`src/rtl/wb_port_arbiter_if.sv`:
```
// Bundle of pipeline writeback, load-return and register-file write-port signals
// around the write-port arbiter.
interface wb_port_arbiter_if #(
    parameter int unsigned DSIZE = 32,
    parameter int unsigned ASIZE = 5,
    parameter int unsigned DEPTH = 2
);
    localparam int unsigned CW = $clog2(DEPTH + 1);

    logic             wb_valid;
    logic [ASIZE-1:0] wb_addr;
    logic [DSIZE-1:0] wb_data;

    logic             ld_valid;
    logic             ld_ready;
    logic [ASIZE-1:0] ld_addr;
    logic [DSIZE-1:0] ld_data;

    logic             rf_we;
    logic [ASIZE-1:0] rf_waddr;
    logic [DSIZE-1:0] rf_wdata;

    logic             stall_req;
    logic [CW-1:0]    pend_cnt;

    // Arbiter side
    modport slave (
        input  wb_valid, wb_addr, wb_data,
        input  ld_valid, ld_addr, ld_data,
        output ld_ready,
        output rf_we, rf_waddr, rf_wdata,
        output stall_req, pend_cnt
    );

    // Pipeline / load unit / register file side
    modport master (
        output wb_valid, wb_addr, wb_data,
        output ld_valid, ld_addr, ld_data,
        input  ld_ready,
        input  rf_we, rf_waddr, rf_wdata,
        input  stall_req, pend_cnt
    );
endinterface

```
`src/rtl/wb_port_arbiter.sv`:
```
// Register-file write-port arbiter: pipeline writeback has absolute priority, load
// returns queue in an in-order buffer and drain into idle cycles, starvation raises stall_req.
module wb_port_arbiter #(
    parameter int unsigned DSIZE        = 32,
    parameter int unsigned ASIZE        = 5,
    parameter int unsigned DEPTH        = 2,
    parameter int unsigned STARVE_LIMIT = 4
) (
    input  logic                 clk,
    input  logic                 rst,
    wb_port_arbiter_if.slave     bus
);
    localparam int unsigned CW = $clog2(DEPTH + 1);
    localparam int unsigned PW = $clog2(DEPTH);
    localparam int unsigned SW = $clog2(STARVE_LIMIT + 1);

    typedef struct packed {
        logic             v;
        logic [ASIZE-1:0] addr;
        logic [DSIZE-1:0] data;
    } entry_t;

    entry_t           fifo_q [DEPTH];
    entry_t           fifo_d [DEPTH];
    logic [PW-1:0]    wr_ptr_q, wr_ptr_d;
    logic [PW-1:0]    rd_ptr_q, rd_ptr_d;
    logic [CW-1:0]    cnt_q, cnt_d;
    logic [SW-1:0]    starve_q, starve_d;
    logic             rf_we_q, rf_we_d;
    logic [ASIZE-1:0] rf_waddr_q, rf_waddr_d;
    logic [DSIZE-1:0] rf_wdata_q, rf_wdata_d;
    logic             stall_q, stall_d;

    logic             wb_eff_c;
    logic             empty_c;
    logic             push_c;
    logic             pop_c;
    logic             ld_ready_c;
    entry_t           head_c;

    // Pointers wrap modulo DEPTH, which need not be a power of two
    function automatic logic [PW-1:0] ptr_inc(input logic [PW-1:0] p);
        return (p == PW'(DEPTH - 1)) ? '0 : p + PW'(1);
    endfunction

    assign wb_eff_c   = bus.wb_valid && (bus.wb_addr != '0);
    assign empty_c    = (cnt_q == '0);
    assign ld_ready_c = (cnt_q < CW'(DEPTH));
    assign push_c     = bus.ld_valid && ld_ready_c;
    assign pop_c      = !wb_eff_c && !empty_c;
    assign head_c     = fifo_q[rd_ptr_q];

    // Next-state: grant, squash, push, occupancy, starvation and stall
    always_comb begin
        fifo_d     = fifo_q;
        wr_ptr_d   = wr_ptr_q;
        rd_ptr_d   = rd_ptr_q;
        cnt_d      = cnt_q;
        starve_d   = starve_q;
        rf_we_d    = 1'b0;
        rf_waddr_d = rf_waddr_q;
        rf_wdata_d = rf_wdata_q;
        stall_d    = 1'b0;

        if (wb_eff_c) begin
            rf_we_d    = 1'b1;
            rf_waddr_d = bus.wb_addr;
            rf_wdata_d = bus.wb_data;
            // Buffered loads are older than this write, so they must not land after it
            for (int unsigned i = 0; i < DEPTH; i++) begin
                if (fifo_q[i].addr == bus.wb_addr) begin
                    fifo_d[i].v = 1'b0;
                end
            end
        end else if (pop_c) begin
            rf_we_d  = head_c.v;
            rd_ptr_d = ptr_inc(rd_ptr_q);
            if (head_c.v) begin
                rf_waddr_d = head_c.addr;
                rf_wdata_d = head_c.data;
            end
        end

        // Applied after squash so a same-cycle load is treated as younger
        if (push_c) begin
            fifo_d[wr_ptr_q].v    = (bus.ld_addr != '0);
            fifo_d[wr_ptr_q].addr = bus.ld_addr;
            fifo_d[wr_ptr_q].data = bus.ld_data;
            wr_ptr_d              = ptr_inc(wr_ptr_q);
        end

        if (push_c && !pop_c) begin
            cnt_d = cnt_q + CW'(1);
        end else if (!push_c && pop_c) begin
            cnt_d = cnt_q - CW'(1);
        end

        if (empty_c || pop_c) begin
            starve_d = '0;
        end else if (head_c.v && wb_eff_c && (starve_q != SW'(STARVE_LIMIT))) begin
            starve_d = starve_q + SW'(1);
        end

        stall_d = !empty_c && !pop_c && (starve_q == SW'(STARVE_LIMIT));
    end

    // State register
    always_ff @(posedge clk or negedge rst) begin
        if (!rst) begin
            for (int unsigned i = 0; i < DEPTH; i++) begin
                fifo_q[i] <= '0;
            end
            wr_ptr_q   <= '0;
            rd_ptr_q   <= '0;
            cnt_q      <= '0;
            starve_q   <= '0;
            rf_we_q    <= 1'b0;
            rf_waddr_q <= '0;
            rf_wdata_q <= '0;
            stall_q    <= 1'b0;
        end else begin
            fifo_q     <= fifo_d;
            wr_ptr_q   <= wr_ptr_d;
            rd_ptr_q   <= rd_ptr_d;
            cnt_q      <= cnt_d;
            starve_q   <= starve_d;
            rf_we_q    <= rf_we_d;
            rf_waddr_q <= rf_waddr_d;
            rf_wdata_q <= rf_wdata_d;
            stall_q    <= stall_d;
        end
    end

    assign bus.ld_ready  = ld_ready_c;
    assign bus.rf_we     = rf_we_q;
    assign bus.rf_waddr  = rf_waddr_q;
    assign bus.rf_wdata  = rf_wdata_q;
    assign bus.stall_req = stall_q;
    assign bus.pend_cnt  = cnt_q;
endmodule

```
`src/flat_wrapper.sv`:
```
// flat-port wrapper written by rule: the top's interface ports become plain ports
module wb_port_arbiter_flat 
#(
    parameter int unsigned DSIZE        = 32,
    parameter int unsigned ASIZE        = 5,
    parameter int unsigned DEPTH        = 2,
    parameter int unsigned STARVE_LIMIT = 4
)
  (clk, rst, bus_wb_valid, bus_wb_addr, bus_wb_data, bus_ld_valid, bus_ld_addr, bus_ld_data, bus_ld_ready, bus_rf_we, bus_rf_waddr, bus_rf_wdata, bus_stall_req, bus_pend_cnt);
  wb_port_arbiter_if #(.DSIZE(DSIZE), .ASIZE(ASIZE), .DEPTH(DEPTH)) bus_i ();
  input  logic clk;
  input  logic rst;
  input wire logic [$bits(bus_i.wb_valid)-1:0] bus_wb_valid;
  input wire logic [$bits(bus_i.wb_addr)-1:0] bus_wb_addr;
  input wire logic [$bits(bus_i.wb_data)-1:0] bus_wb_data;
  input wire logic [$bits(bus_i.ld_valid)-1:0] bus_ld_valid;
  input wire logic [$bits(bus_i.ld_addr)-1:0] bus_ld_addr;
  input wire logic [$bits(bus_i.ld_data)-1:0] bus_ld_data;
  output wire logic [$bits(bus_i.ld_ready)-1:0] bus_ld_ready;
  output wire logic [$bits(bus_i.rf_we)-1:0] bus_rf_we;
  output wire logic [$bits(bus_i.rf_waddr)-1:0] bus_rf_waddr;
  output wire logic [$bits(bus_i.rf_wdata)-1:0] bus_rf_wdata;
  output wire logic [$bits(bus_i.stall_req)-1:0] bus_stall_req;
  output wire logic [$bits(bus_i.pend_cnt)-1:0] bus_pend_cnt;
  assign bus_i.wb_valid = bus_wb_valid;
  assign bus_i.wb_addr = bus_wb_addr;
  assign bus_i.wb_data = bus_wb_data;
  assign bus_i.ld_valid = bus_ld_valid;
  assign bus_i.ld_addr = bus_ld_addr;
  assign bus_i.ld_data = bus_ld_data;
  assign bus_ld_ready = bus_i.ld_ready;
  assign bus_rf_we = bus_i.rf_we;
  assign bus_rf_waddr = bus_i.rf_waddr;
  assign bus_rf_wdata = bus_i.rf_wdata;
  assign bus_stall_req = bus_i.stall_req;
  assign bus_pend_cnt = bus_i.pend_cnt;
  wb_port_arbiter #(.DSIZE(DSIZE), .ASIZE(ASIZE), .DEPTH(DEPTH), .STARVE_LIMIT(STARVE_LIMIT)) u_core (.clk(clk), .rst(rst), .bus(bus_i));
endmodule
```
`config.mk`:
```
export PLATFORM = sky130hd
export DESIGN_NAME = wb_port_arbiter_flat
export DESIGN_NICKNAME = d
export VERILOG_FILES = /design/src/rtl/wb_port_arbiter_if.sv /design/src/rtl/wb_port_arbiter.sv /design/src/flat_wrapper.sv
export SDC_FILE = /design/constraint.sdc
export NUM_CORES = 1
export LEC_CHECK = 0
export CAP_MARGIN = 0
export CORE_MARGIN = 10
export CORE_UTILIZATION = 55
export DETAILED_ROUTE_END_ITERATION = 8
export HOLD_SLACK_MARGIN = 0.06
export PLACE_DENSITY = 0.9
export SLEW_MARGIN = 30
export SYNTH_ARGS = -nofsm -noshare
export SYNTH_HDL_FRONTEND = slang
export SYNTH_SLANG_ARGS = --single-unit
```
`constraint.sdc`:
```
create_clock -name clk -period 4 [get_ports clk]
set_clock_uncertainty 0.15 [all_clocks]
set_input_delay 0.4 -clock clk [delete_from_list [all_inputs] [get_ports clk]]
set_output_delay 0.4 -clock clk [all_outputs]
set_load 0.02 [all_outputs]
```
-- After elaboration in Yosys (flattened, before gate mapping)
Index checks and enable logic that the tools add are counted.
- flip-flop bits (word level): 122
- output and inout bits: 42
- word-level logic and storage cells: 85
- bits of input ports: 78
- bitwise operators: 3
- reductions and logical operators: 24
- add/subtract/negate cells: 5
- equality and inequality tests: 4
- order comparisons: 4
- multiplexer cells: 31
- operators with widths (kind ; count):
    76-bit bitwise mux ; 3
    38-bit 2-to-1 mux ; 4
    32-bit 2-to-1 mux ; 4
    38-bit demux with 1-bit select ; 3
    76-bit 2-to-1 mux ; 1
    37-bit 2-to-1 mux ; 1
    5-bit 2-to-1 mux ; 3
    5-bit equality test ; 2
    1-bit logical AND ; 10
    5-bit nonzero test ; 2
    1-bit 2-to-1 mux ; 8
    2-bit nonzero test ; 4
    3-bit 2-to-1 mux ; 2
    2-bit greater-or-equal comparator, second input constant ; 2
    1-bit logical NOT ; 4
    2-bit 2-to-1 mux ; 2
    1-bit NOT with 2-bit output ; 2
    2-bit AND reduction ; 2
    3-bit by 1-bit adder with 3-bit output, second input constant ; 1
    3-bit equality test, second input constant ; 1
    3-bit inequality test, second input constant ; 1
    1-bit adder, second input constant ; 2
    2-bit by 1-bit adder with 2-bit output, second input constant ; 1
    2-bit logical NOT ; 1
    other kinds (5) ; 5

-- Logic depth before layout (Yosys ltp)
- depth in word-level cells: 9
- gate-level depth with buffers: 7
- gate-level depth less buffers: 7

-- Least setup slack after synthesis
No wires, ideal clock.
- kind: input-to-reg
- start point: input bus_wb_addr[0]
- end point: register u_core.cnt_q[1] (netlist: u_core.bus.pend_cnt[1])
- stages on the path: 7
- slack: 1.853 ns
- arrival time: 1.916 ns
- buffers on the path: 0
- required time: 3.770 ns
- path through: or4_1 > o21ai_2 > o21ai_0 > ha_1 > xor2_1 > nor2_1 > xnor2_1
- word-level cells in the longest chain between the ends: 7
- elaborated cells on any way between the ends: 9
- RTL lines (item ; RTL line ; RTL):
    from (decl) ; flat_wrapper.sv:14 ; input wire logic [$bits(bus_i.wb_addr)-1:0] bus_wb_addr;
    5-bit nonzero test (*) ; wb_port_arbiter.sv:46 ; assign wb_eff_c = bus.wb_valid && (bus.wb_addr != '0);
    1-bit logical AND (*) ; wb_port_arbiter.sv:46 ;
    1-bit logical NOT (*) ; wb_port_arbiter.sv:50 ; assign pop_c = !wb_eff_c && !empty_c;
    1-bit logical AND (*) ; wb_port_arbiter.sv:50 ;
    1-bit logical NOT ; wb_port_arbiter.sv:92 ; if (push_c && !pop_c) begin
    1-bit logical AND ; wb_port_arbiter.sv:92 ;
    2-bit 2-to-1 mux or 2-bit nonzero test (tied branches) ; -- ;
    to (signal assigned) ; wb_port_arbiter.sv:125 ; cnt_q <= cnt_d;
    to (decl) ; wb_port_arbiter.sv:27 ; logic [CW-1:0] cnt_q, cnt_d;
Every way passes the cells marked *; elsewhere a longest branch is shown, timed or not.
A chain may end at the register's enable or synchronous reset.

-- Worst setup path in the final report
- start point: register u_core.rd_ptr_q
- end point: register u_core.rf_wdata_q[9] (netlist: u_core.bus.rf_wdata[9])
- word-level cells in the longest chain between the ends: 7
- elaborated cells on any way between the ends: 9
- RTL lines (item ; RTL line ; RTL):
    from (decl) ; wb_port_arbiter.sv:26 ; logic [PW-1:0] rd_ptr_q, rd_ptr_d;
    from (signal assigned) ; wb_port_arbiter.sv:124 ; rd_ptr_q <= rd_ptr_d;
    1-bit NOT with 2-bit output (implied by the code) (*) ; wb_port_arbiter.sv:51 ; assign head_c = fifo_q[rd_ptr_q];
    38-bit 2-to-1 mux (implied by the code) (*) (3 in a row) ; wb_port_arbiter.sv:51 ;
    32-bit 2-to-1 mux ; wb_port_arbiter.sv:78 ; if (head_c.v) begin
    32-bit 2-to-1 mux ; wb_port_arbiter.sv:75 ; end else if (pop_c) begin
    32-bit 2-to-1 mux ; wb_port_arbiter.sv:65 ; if (wb_eff_c) begin
    to (signal assigned) ; wb_port_arbiter.sv:129 ; rf_wdata_q <= rf_wdata_d;
    to (decl) ; wb_port_arbiter.sv:31 ; logic [DSIZE-1:0] rf_wdata_q, rf_wdata_d;
Every way passes the cells marked *; elsewhere a longest branch is shown, timed or not. The select of a mux whose other input is x is not followed.

==> results <==
- The final setup violation count is 0.
- For this design the ratio of total power to cell area is 860.7 mW/mm^2.
- Setup repair after global routing left no endpoint under its margin.
- The number of nets handed over by synthesis was 504.
- The post-synthesis cell area is 0.005553 mm^2.
- The clock sink count is 122.
- The worst path uses 60.69% of the clock period.
- For the final routed database, the setup TNS stands at 0 ns.
- The average vias per placed instance is 5.435.
- The number of instances on the worst hold path is 3.
- For this block, the routed nets add up to 13070 um of wire.
- The clock tree from TritonCTS is done.
- After synthesis, the netlist uses 26 different library cells.
- The endpoint of the worst register-to-register path is u_core.bus.rf_wdata[9]$_DFFE_PN0P_.
- After clock tree synthesis, the clock-pin slew on the worst setup and hold paths is 0.06 ns.
- The number of max-slew violations in the final report was 0.
- The analysis attributes to cell leakage a power of 0.003235 uW.
- Walking the worst path, the cells encountered are mux2_2, nor2b_4, buf_4, mux2i_1, o21ai_1.
- The maximum clock frequency is 411.9 MHz.
- The number of antenna diodes in the final layout is 0.
- The post-route minimum period is 2.428 ns.
- For this run, the slowest stage of the critical path takes 0.55 ns.
- At the worst endpoint, the required time is 4.20 ns.
- Headroom to the max-slew limit came out at 52.02%.
- The total vias in the final route is 3750.
- Entering global routing, the biggest net connects 73 pins.
- The die height is 120.5 um.
- For this block, the initial DRC count from the detailed router was 157.
- The final instance area is 0.007376 mm^2.
- The placed instances occupy a cell area of 0.006803 mm^2.
- Of the cells placed in the final design, the portion with a size suffix greater than 1 is 28.19%.
- The root buffer cell chosen for the clock tree is clkbuf_8.
- The final weighted congestion of routability-driven global placement is 0.7857.
- The run finished with clean final reports.
- STA classifies the critical path startpoint as a flop.
- On the critical path, the stage with the largest delay is an instance of nor2b_4.
- The number of warnings printed during yosys synthesis is 0.
- For this configuration, the core starts out at a cell density of 56.55%.
- The startpoint identified for the worst register-to-register timing path is u_core.rd_ptr_q$_DFFE_PN0P_.
- The first global-routing pass estimated 21220 um of wire.
- The level count of the clock H-tree is 4.
- The total core area is 0.009819 mm^2.
- The number of cells on the worst reg-to-reg path is 5.
- In this run the horizontal extent of the chip is 120.5 um.
- The worst setup path is captured at a flop.
- The class of the most critical setup path is reg -> reg.
- The number of antenna violations at the first check in global routing is 0.
- The CTS buffer count is 17.
- The path class of the lowest-slack min-delay path is in -> reg.
- The sequential share of the synthesized area is 54.98%.
- The clock passes through at most 2 buffers.
- The global-route usage over all layers is 18.11%.
- The arrival time at the worst endpoint is 2.62 ns.
- The placement row count is 36.
- Summed over all layers, the global routing overflow is 0.
- The number of buffers added for setup after CTS is 0.
- The slew at the pin closest to its max-slew limit is 0.7197 ns.
- The commonest non-fill, non-tap cell in the layout is dfrtp_1.
- The synthesized instance count is 423.
- Across all hold checks on the routed design, the worst slack comes to 0.2886 ns.
- Of all nets on the critical path, the largest fanout is 23.
- The length of the first detailed-routing pass in iterations is 4.
- The worst-case IR drop observed on VDD is 400.9 uV.
- The number of failing hold endpoints at the final stage is 0.
- The die covers 0.01452 mm^2.
- The average instance in the mapped netlist occupies 13.13 um^2.
- The register-to-register path setup slack is 1.57 ns.
- In this run the remaining antenna-violating nets after routing total 0.
- The detailed-route wire length per cell is 18.94 um.
- The path with the worst hold slack has its endpoint at u_core.bus.rf_wdata[30]$_DFFE_PN0P_.
- Clock latency on the worst-skew pair, taken at its later pin, is 0.49 ns.
- Once layout is complete, the utilization of the core stands at 75.11%.
- 120 I/O pins were placed.
- Max-cap violations in this run came to 0.
- The critical hold path startpoint is bus_wb_data[30].
- The area growth from synthesis to layout is 32.83%.
- The number of flip-flops and latches in the synthesized netlist is 122.
- After legalization and detailed placement, the total HPWL measured 8858 um.
- The number of global-route vias before repair was 4250.
- The count of input and output buffers is 119.
- The number of remaining DRC errors is 0.
- The net count of the finished layout is 625.
- The top cell types in the final layout, fill and taps aside, are dfrtp_1 (121), clkdlybuf4s50_1 (118), mux2_2 (112).
==> report_power, final <==
group	internal (uW)	total (uW)	switching, uW
registers	1850	2210	357
clock network	834	1410	578
logic	1480	2730	1250
total	4160	6350	2190
==> logic make-up (layout without fill, tap and decap cells) <==
kind of cell	count (synthesis)	count (layout)	share of synthesized area [%]
AO/OA/AOI/OAI	43	43	4.101
XOR/XNOR	17	17	2.681
adder cells (fa/ha/maj)	3	3	0.6761
buffers and inverters	28	162	3.335
flip-flops	122	122	54.98
multiplexers	152	152	29.92
AND/OR/NAND/NOR	58	58	4.304
==> routing by layer <==
layer | up-vias | share of wire, % | global-route usage, %
met5 | - | 0 | 0
met4 | 0 | 0.64 | 5.505
met3 | 7 | 4.3 | 4.374
met2 | 89 | 53 | 33.07
met1 | 1922 | 42 | 20.36
li1 | 1732 | - | -
==> stage by stage <==
stage / std cells / setup WS (ns) / total power, uW
after floorplan: 423 / 1.853 / 4032
after global placement: 657 / 1.265 / 4817
after detailed placement: 657 / 1.136 / 4952
after CTS: 690 / 1.568 / 6401
after global routing: 690 / 1.457 / 6702
final: 690 / 1.573 / 6349
==> worst max-delay path by stage <==
stage / from / to / slack [ns] / cells after the start
final: u_core.rd_ptr_q$_DFFE_PN0P_ / u_core.bus.rf_wdata[9]$_DFFE_PN0P_ / 1.57 / 5
after CTS: u_core.rd_ptr_q$_DFFE_PN0P_ / u_core.bus.rf_wdata[9]$_DFFE_PN0P_ / 1.57 / 5
after global placement: bus_wb_addr[0] / u_core.bus.pend_cnt[1]$_DFFE_PN0P_ / 1.26 / 8
after detailed placement: bus_wb_addr[0] / u_core.bus.pend_cnt[1]$_DFFE_PN0P_ / 1.14 / 8
after floorplan: bus_wb_addr[0] / u_core.bus.pend_cnt[1]$_DFFE_PN0P_ / 1.85 / 7
after global routing: u_core.rd_ptr_q$_DFFE_PN0P_ / u_core.bus.rf_waddr[4]$_DFFE_PN0P_ / 1.46 / 5
==> timing repair <==
item / CTS / global route
hold buffers: 1 / 0
resized for setup: 0 / 0
hold endpoints to repair: 55 / 0
==> Yosys cell counts <==
library cell,count,area [um^2]
o21ai_2,1,8.760
o21ai_0,2,10.01
nand2b_1,1,6.260
mux2i_1,40,400.4
nor4_1,1,6.260
ha_1,3,37.54
o21ai_1,36,180.2
clkbuf_1,3,11.26
nand3_1,1,5.000
nor3_1,5,25.02
dfrtp_1,122,3053
or2_1,1,6.260
nor2b_1,1,6.260
o21a_1,1,7.510
a2111oi_0,1,8.760
xor2_1,12,105.1
mux2_2,112,1261
a31oi_1,2,12.51
inv_1,4,15.01
nand2_1,41,153.9
buf_2,10,50.05
buf_4,4,30.03
buf_6,7,78.83
nor2_1,6,22.52
xnor2_1,5,43.79
or4_1,1,7.510
==> final cells by class <==
class	instances	area (um^2)
timing repair buffer	126	1244
fill	655	2444
tap	133	166.4
sequential	122	3054
clock inverter	15	143.9
clock buffer	17	414.1
inverter	4	15.01
multi-input combinational	273	2338
==> critical path: cells and delay by family, from the launching register on <==
family | cells | cell delay [ns]
buffers and inverters | 1 | 0.52
and+or+nand+nor | 1 | 0.55
DFF | 1 | 0.41
muxes | 2 | 0.53
AOI/OAI and AO/OA | 1 | 0.09
Power figures use the tool's default switching activity.
